`src/rtl/cacheline_burst_adaptor_pkg.sv`:
```
// cacheline_burst_adaptor_pkg: FSM encodings and geometry helpers for the line/burst bridge
package cacheline_burst_adaptor_pkg;
  localparam logic [1:0] IDLE  = 2'd0;
  localparam logic [1:0] READ  = 2'd1;
  localparam logic [1:0] WRITE = 2'd2;
  localparam logic [1:0] DONE  = 2'd3;
  function automatic int beats_of(input int line_width, input int burst_width);
    return line_width / burst_width;
  endfunction
  function automatic int offset_of(input int line_width);
    return $clog2(line_width / 8);
  endfunction
endpackage

```
`src/rtl/cacheline_burst_adaptor.sv`:
```
// cacheline_burst_adaptor: bridges full-line LLC requests to BEATS-beat memory bursts
module cacheline_burst_adaptor
  import cacheline_burst_adaptor_pkg::*;
#(
  parameter int LINE_WIDTH  = 256,
  parameter int BURST_WIDTH = 64,
  parameter int ADDR_WIDTH  = 32
) (
  input  logic                   clk,
  input  logic                   rst,
  input  logic [LINE_WIDTH-1:0]  line_i,
  output logic [LINE_WIDTH-1:0]  line_o,
  input  logic [ADDR_WIDTH-1:0]  address_i,
  input  logic                   read_i,
  input  logic                   write_i,
  output logic                   resp_o,
  input  logic [BURST_WIDTH-1:0] burst_i,
  output logic [BURST_WIDTH-1:0] burst_o,
  output logic [ADDR_WIDTH-1:0]  address_o,
  output logic                   read_o,
  output logic                   write_o,
  input  logic                   resp_i
);
  localparam int BEATS  = beats_of(LINE_WIDTH, BURST_WIDTH);
  localparam int OFFSET = offset_of(LINE_WIDTH);
  localparam int CW     = $clog2(BEATS);
  if (LINE_WIDTH % BURST_WIDTH != 0 || BEATS < 2) begin : g_bad_geometry
    $error("LINE_WIDTH must be a multiple of BURST_WIDTH with at least two beats");
  end
  logic [1:0]            state;
  logic [CW-1:0]         cnt;
  logic [LINE_WIDTH-1:0] line_buf;
  logic [LINE_WIDTH-1:0] next_buf;
  logic [ADDR_WIDTH-1:0] aligned;
  logic                  last;
  // line buffer serves both read assembly and write data; only one transfer is ever in flight
  always_comb begin
    next_buf = line_buf;
    next_buf[cnt*BURST_WIDTH +: BURST_WIDTH] = burst_i;
  end
  assign aligned = {address_i[ADDR_WIDTH-1:OFFSET], {OFFSET{1'b0}}};
  assign last    = cnt == CW'(BEATS - 1);
  assign read_o  = state == READ;
  assign write_o = state == WRITE;
  assign resp_o  = state == DONE;
  assign burst_o = write_o ? line_buf[cnt*BURST_WIDTH +: BURST_WIDTH] : '0;
  always_ff @(posedge clk) begin
    if (rst) begin
      state     <= IDLE;
      cnt       <= '0;
      line_buf  <= '0;
      line_o    <= '0;
      address_o <= '0;
    end else begin
      case (state)
        IDLE: begin
          if (write_i) begin
            address_o <= aligned;
            line_buf  <= line_i;
            state     <= WRITE;
          end else if (read_i) begin
            address_o <= aligned;
            state     <= READ;
          end
        end
        READ: begin
          if (resp_i) begin
            line_buf <= next_buf;
            cnt      <= last ? '0 : cnt + CW'(1);
            if (last) begin
              line_o <= next_buf;
              state  <= DONE;
            end
          end
        end
        WRITE: begin
          if (resp_i) begin
            cnt <= last ? '0 : cnt + CW'(1);
            if (last) state <= DONE;
          end
        end
        default: state <= IDLE;
      endcase
    end
  end
endmodule
```
`config.mk`:
```
export PLATFORM = sky130hd
export DESIGN_NAME = cacheline_burst_adaptor
export DESIGN_NICKNAME = d
export VERILOG_FILES = /design/src/rtl/cacheline_burst_adaptor_pkg.sv /design/src/rtl/cacheline_burst_adaptor.sv
export SDC_FILE = /design/constraint.sdc
export NUM_CORES = 1
export LEC_CHECK = 0
export CAP_MARGIN = 20
export CORE_AREA = 8 8 269 271
export CTS_CLUSTER_DIAMETER = 120
export DETAILED_ROUTE_END_ITERATION = 6
export DIE_AREA = 0 0 277 279
export GPL_TIMING_DRIVEN = 0
export PLACE_DENSITY = 0.73
export SYNTH_ARGS = -nofsm -noshare
export SYNTH_HDL_FRONTEND = slang
export SYNTH_SLANG_ARGS = --single-unit
```
`constraint.sdc`:
```
create_clock -name clk -period 3.27 [get_ports clk]
set_clock_uncertainty 0.05 [all_clocks]
set_input_delay 0.8175 -clock clk [delete_from_list [all_inputs] [get_ports clk]]
set_output_delay 0.8175 -clock clk [all_outputs]
set_load 0.005 [all_outputs]
```
# After elaboration in Yosys (flattened, before gate mapping)
# Cells that the tools add are included.
op_classes:
  shift: 3
  addsub: 2
  eq_ne: 9
  reduce_logical: 9
  muxes: 13
op_table:
  columns: ["op", "n"]
  rows:
  - ["two-way mux 256 bit", 2]
  - ["case mux 256 bit (2 select lines)", 1]
  - ["bitwise mux 256 bit", 1]
  - ["variable shift 64 x 34 -> 256 bit, first input constant", 1]
  - ["indexed part select 256 x 9 -> 64 bit", 1]
  - ["indexed part select 64 x 34 -> 256 bit", 1]
  - ["two-way mux 32 bit", 2]
  - ["two-way mux 64 bit", 1]
  - ["negator 8 -> 34 bit", 1]
  - ["two-way mux 2 bit", 5]
  - ["AND reduction 3 bit", 3]
  - ["equality test 2 bit, second input constant", 3]
  - ["inequality test 2 x 1 -> 1 bit, second input constant", 3]
  - ["case mux 2 bit (2 select lines)", 1]
  - ["AND reduction 2 bit", 2]
  - ["nonzero test 2 bit", 2]
  - ["inequality test 3 bit, second input constant", 1]
  - ["adder 2 x 1 -> 2 bit, second input constant", 1]
  - ["equality test 2 x 1 -> 1 bit, second input constant", 1]
  - ["logical NOT 2 bit", 1]
  - ["inequality test 2 bit, second input constant", 1]
  - ["OR reduction 2 bit", 1]
totals:
  regBits: 548
  out_inout_bits: 355
  input_bits: 357
  elab_cells: 41

# Logic depth before layout (Yosys ltp)
logic_depth:
  depth_word: 5
  ltp_mapped: 11
  mapped_depth_nobuf: 5

# Worst setup path before layout
# No wires, ideal clock.
synth_timing:
  path_type: "reg2reg"
  start: "register cnt[0]"
  end: "register line_buf[195]"
  slack_ns: 0.591
  synth_period_minus_slack_ns: 2.679
  arrival_time_ns: 2.569
  path_buffers: 5
  path_stages_with_launch: 11
  path_cell_list: "dfxtp_1 buf_2 buf_6 buf_2 inv_1 ha_1 or3b_2 buf_2 buf_2 o211ai_1 a32o_1"
synth_between:
  elab_chain_cells: 5
synth_rtl:
  columns: ["element", "line", "text"]
  rows:
  - ["start: declaration", "cacheline_burst_adaptor.sv:31", "logic [CW-1:0] cnt;"]
  - ["start signal: assignment", "cacheline_burst_adaptor.sv:69", "cnt <= last ? '0 : cnt + CW'(1);"]
  - ["start signal: assignment", "cacheline_burst_adaptor.sv:78", "cnt <= last ? '0 : cnt + CW'(1);"]
  - ["negator 8 -> 34 bit *", "cacheline_burst_adaptor.sv:39", "next_buf[cnt*BURST_WIDTH +: BURST_WIDTH] = burst_i;"]
  - ["indexed part select 64 x 34 -> 256 bit / variable shift 64 x 34 -> 256 bit (equally long branches)", "cacheline_burst_adaptor.sv:39", null]
  - ["bitwise mux 256 bit *", "cacheline_burst_adaptor.sv:39", null]
  - ["two-way mux 256 bit *", "cacheline_burst_adaptor.sv:67", "if (resp_i) begin"]
  - ["case mux 256 bit (2 select lines) *", "cacheline_burst_adaptor.sv:55", "case (state)"]
  - ["end signal: assignment", "cacheline_burst_adaptor.sv:59", "line_buf <= line_i;"]
  - ["end signal: assignment", "cacheline_burst_adaptor.sv:68", "line_buf <= next_buf;"]
  - ["end: declaration", "cacheline_burst_adaptor.sv:32", "logic [LINE_WIDTH-1:0] line_buf;"]
# Every way passes the cells marked *; elsewhere a longest branch is shown, timed or not. The select of a mux whose other input is x is not followed.
# A chain may end at the register's enable or synchronous reset.

# Worst setup path in the final report
layout_timing:
  start: "register cnt[0]"
  end: "output port burst_o[58]"
layout_between:
  elab_chain_cells: 2
layout_rtl:
  columns: ["element", "line", "text"]
  rows:
  - ["indexed part select 256 x 9 -> 64 bit", "cacheline_burst_adaptor.sv:46", "assign burst_o = write_o ? line_buf[cnt*BURST_WIDTH +: BURST_WIDTH] : '0;"]
  - ["two-way mux 64 bit", "cacheline_burst_adaptor.sv:46", null]
  - ["end: declaration", "cacheline_burst_adaptor.sv:18", "output logic [BURST_WIDTH-1:0] burst_o,"]
# No other way between the ends.

==> results.toml <==
[run_status]
status = "finished, violations left"
violations = "setup timing"

[cts]
holdBufCountCts = 0
clkLatencyLatePin_ns = 0.63
clockBufferDepth = 3
clkSlewWorstSetupHoldPaths_ns = 0.06
cts_sinks = 543
cts_inserted_buffers = 59
cts-root-buf = "clkbuf_16"
cts_tree = "built"
htreeDepth = 2

[routing]
wl_per_cell_um = 29.61
drc = 0
firstDrtPassIters = 6
ant_nets = 0
avgViaCountPerCell = 6.346
vias = 30720
drtIter0Drc = 3712
routed_wl_um = 143400

[synthesis]
syn_inst = 3096
synthFlopType = "dfxtp_1"
synthArstFlopShare_pct = 0
synthTopCellsByArea = "dfxtp_1 (39%), a32o_1 (7.0%), a311oi_1 (6.1%), nand2b_1 (5.8%), mux4_2 (5.2%)"
synth_edf_count = 0
syn_area_um2 = 27640
synth_largest_area_cell = "dfxtp_1"
ys.warnings.count = 0
synth_top_area_share_pct = 39.33
yosysUniqueCellTypes = 41
synth_area_per_cell_um2 = 8.927
synth-seq-cells = 543
ys_seq_area_share_pct = 39.33

[die]
io_pins = 712
start_util_pct = 40.65
dieHeight_um = 279
core_um2 = 67990
rows = 96
die-area_um2 = 77280
die_x_um = 277

[flow_run]
maxCapViolations = 0

[setup_path]
crit_path_frequent_cell = "buf_12"
r2r_slack_ns = 0.06
critical_path_class = "flip-flop to output pin"
end_kind = "output pin"
crit_slowest_cell = "mux4_2"
cp.arrival_ns = 2.45
cp_cell_sequence = "buf_12 -> buf_12 -> buf_12 -> buf_12 -> buf_6 -> mux4_2 -> and2_4 -> buf_6"
worstPathRequired_ns = 2.40
cpPeakStageDelay_ns = 0.53
worstSetupStartpointType = "flip-flop"
critPathMaxFanout = 7

[power]
powerDensity_nw_per_um2 = 724.4
leakagePower_nw = 12.74
ir_worst_vdd_uv = 467.6

[final_layout]
final_common_cell = "clkdlybuf4s50_1"
final_nets = 4265
final_core_util_pct = 56.62
final_area_um2 = 38490
areaGrowthSynthToFinish_pct = 39.28
layout_common_cells = "clkdlybuf4s50_1 (637), dfxtp_1 (541), nor2_1 (258)"
drive_above_1_share_pct = 15.56

[timing]
slew_headroom_pct = 18.70
fin_ws_ns = -0.04672
hold_viol = 0
fin_hold_ws_ns = 0.4062
max_freq_ghz = 0.3015
max_slew.worst_pin.slew_ns = 1.219
fin_crit_sh_pct = 101.4
period_needed_ns = 3.317
rsz0062_at_grt = "true"
setup_tns_ns = -0.1460
setup_viol = 6
slew_viol_final = 0

[grt]
grt.overflow.total = 0
grt_pass1_vias = 29880
groute.usage.overall_pct = 34.84
antenna_found_initial = 15
grt_pass1_wl_um = 204500
grt_max_degree = 15

[placed_design]
placed_area_um2 = 35930
dp_hpwl_um = 110100
gp_congestion = 0.9820
port_buffers = 701

[hold_path]
min_path_type = "flip-flop to flip-flop"
-- per-layer routing --
layer  global-route usage (%)  part of all wire, %  wire length [um]  vias up
met1                    42.35                   37             53640    14940
met5                        0               0.0091                13        -
met3                    8.448                   10             15050      444
li1                         -                    -                 -    13340
met4                    21.13                  6.7              9661        2
met2                    55.73                   45             65000     1994
-- flip-flops by register name, indices dropped and copies added, names as in the netlist --
name and cells:
line_buf 256, line_o 256, address_o 27, cnt 2, state 2
-- worst paths after layout --
kind | from | to | cells past startpoint
max | cnt[0] | burst_o[58] | 8
min | address_o[9] | address_o[9] | 2
max reg2reg | state[0] | line_buf[125] | 7
min reg2reg | address_o[9] | address_o[9] | 2
-- synthesized netlist by cell type (all sizes together) (6+ instances only) --
master  instances
nand3         193
inv             6
nand2         248
o211ai        192
buf           152
a21oi          32
a211oi         64
a311oi        192
a32o          192
nand4          64
or2           192
mux4           64
ha             10
a32oi          64
clkbuf        221
o221ai         64
nor2          259
and2           65
nand2b        257
dfxtp         543
-- stage by stage --
stage	power [mW]	setup slack, ns	std cells
after floorplan	15.70	0.5908	3100
after global placement	19.87	-1.203	4683
after detailed placement	20.11	-1.088	4690
after CTS	27.46	-0.08934	4827
after global routing	28.88	-0.09185	4838
final	27.88	-0.04672	4841
-- report_power, final --
part | switching [mW] | internal, mW | leakage [nW] | total [mW]
Sequential | 1.34 | 8.11 | 4.43 | 9.45
Combinational | 6.66 | 4.78 | 7.35 | 11.4
Clock | 2.96 | 4.02 | 0.971 | 6.99
Total | 11.0 | 16.9 | 12.7 | 27.9
-- kinds of logic (layout without fill, tap and decap cells) --
group | Yosys count | count (layout) | share of synthesized area [%]
AOI/OAI and AO/OA | 806 | 806 | 24.78
adders and majority gates | 10 | 10 | 0.4527
buffers and inverters | 379 | 1226 | 6.284
DFF | 543 | 543 | 39.33
muxes | 66 | 66 | 5.306
other | 1 | 17 | 0.01357
and+or+nand+nor | 1291 | 1291 | 23.83
-- critical path, delay by kind of cell, from the launching register on --
kind,cells,cell delay [ns]
buf+inv,6,0.71
mux,1,0.53
flops,1,0.38
simple gates,1,0.19
-- cell type report --
| cell class | count | area, um2 |
|---|---|---|
| buffer | 372 | 1926 |
| clock buffer | 93 | 1777 |
| clock inverter | 17 | 191.4 |
| fill | 6168 | 29490 |
| timing repair buffer | 738 | 7430 |
| antenna | 12 | 30.03 |
| multi-input combinational | 2178 | 15140 |
| tap | 882 | 1104 |
| sequential | 543 | 10880 |
| inverter | 6 | 22.52 |
-- what timing repair did --
| action | 4_1_cts | 5_1_grt |
|---|---|---|
| setup endpoints to repair | 576 | 115 |
| gates resized for setup | 267 | 61 |
| cloned | 2 | 0 |
| buffers inserted | 26 | 3 |
| pin swaps | 17 | 0 |
Power figures use the tool's default switching activity.
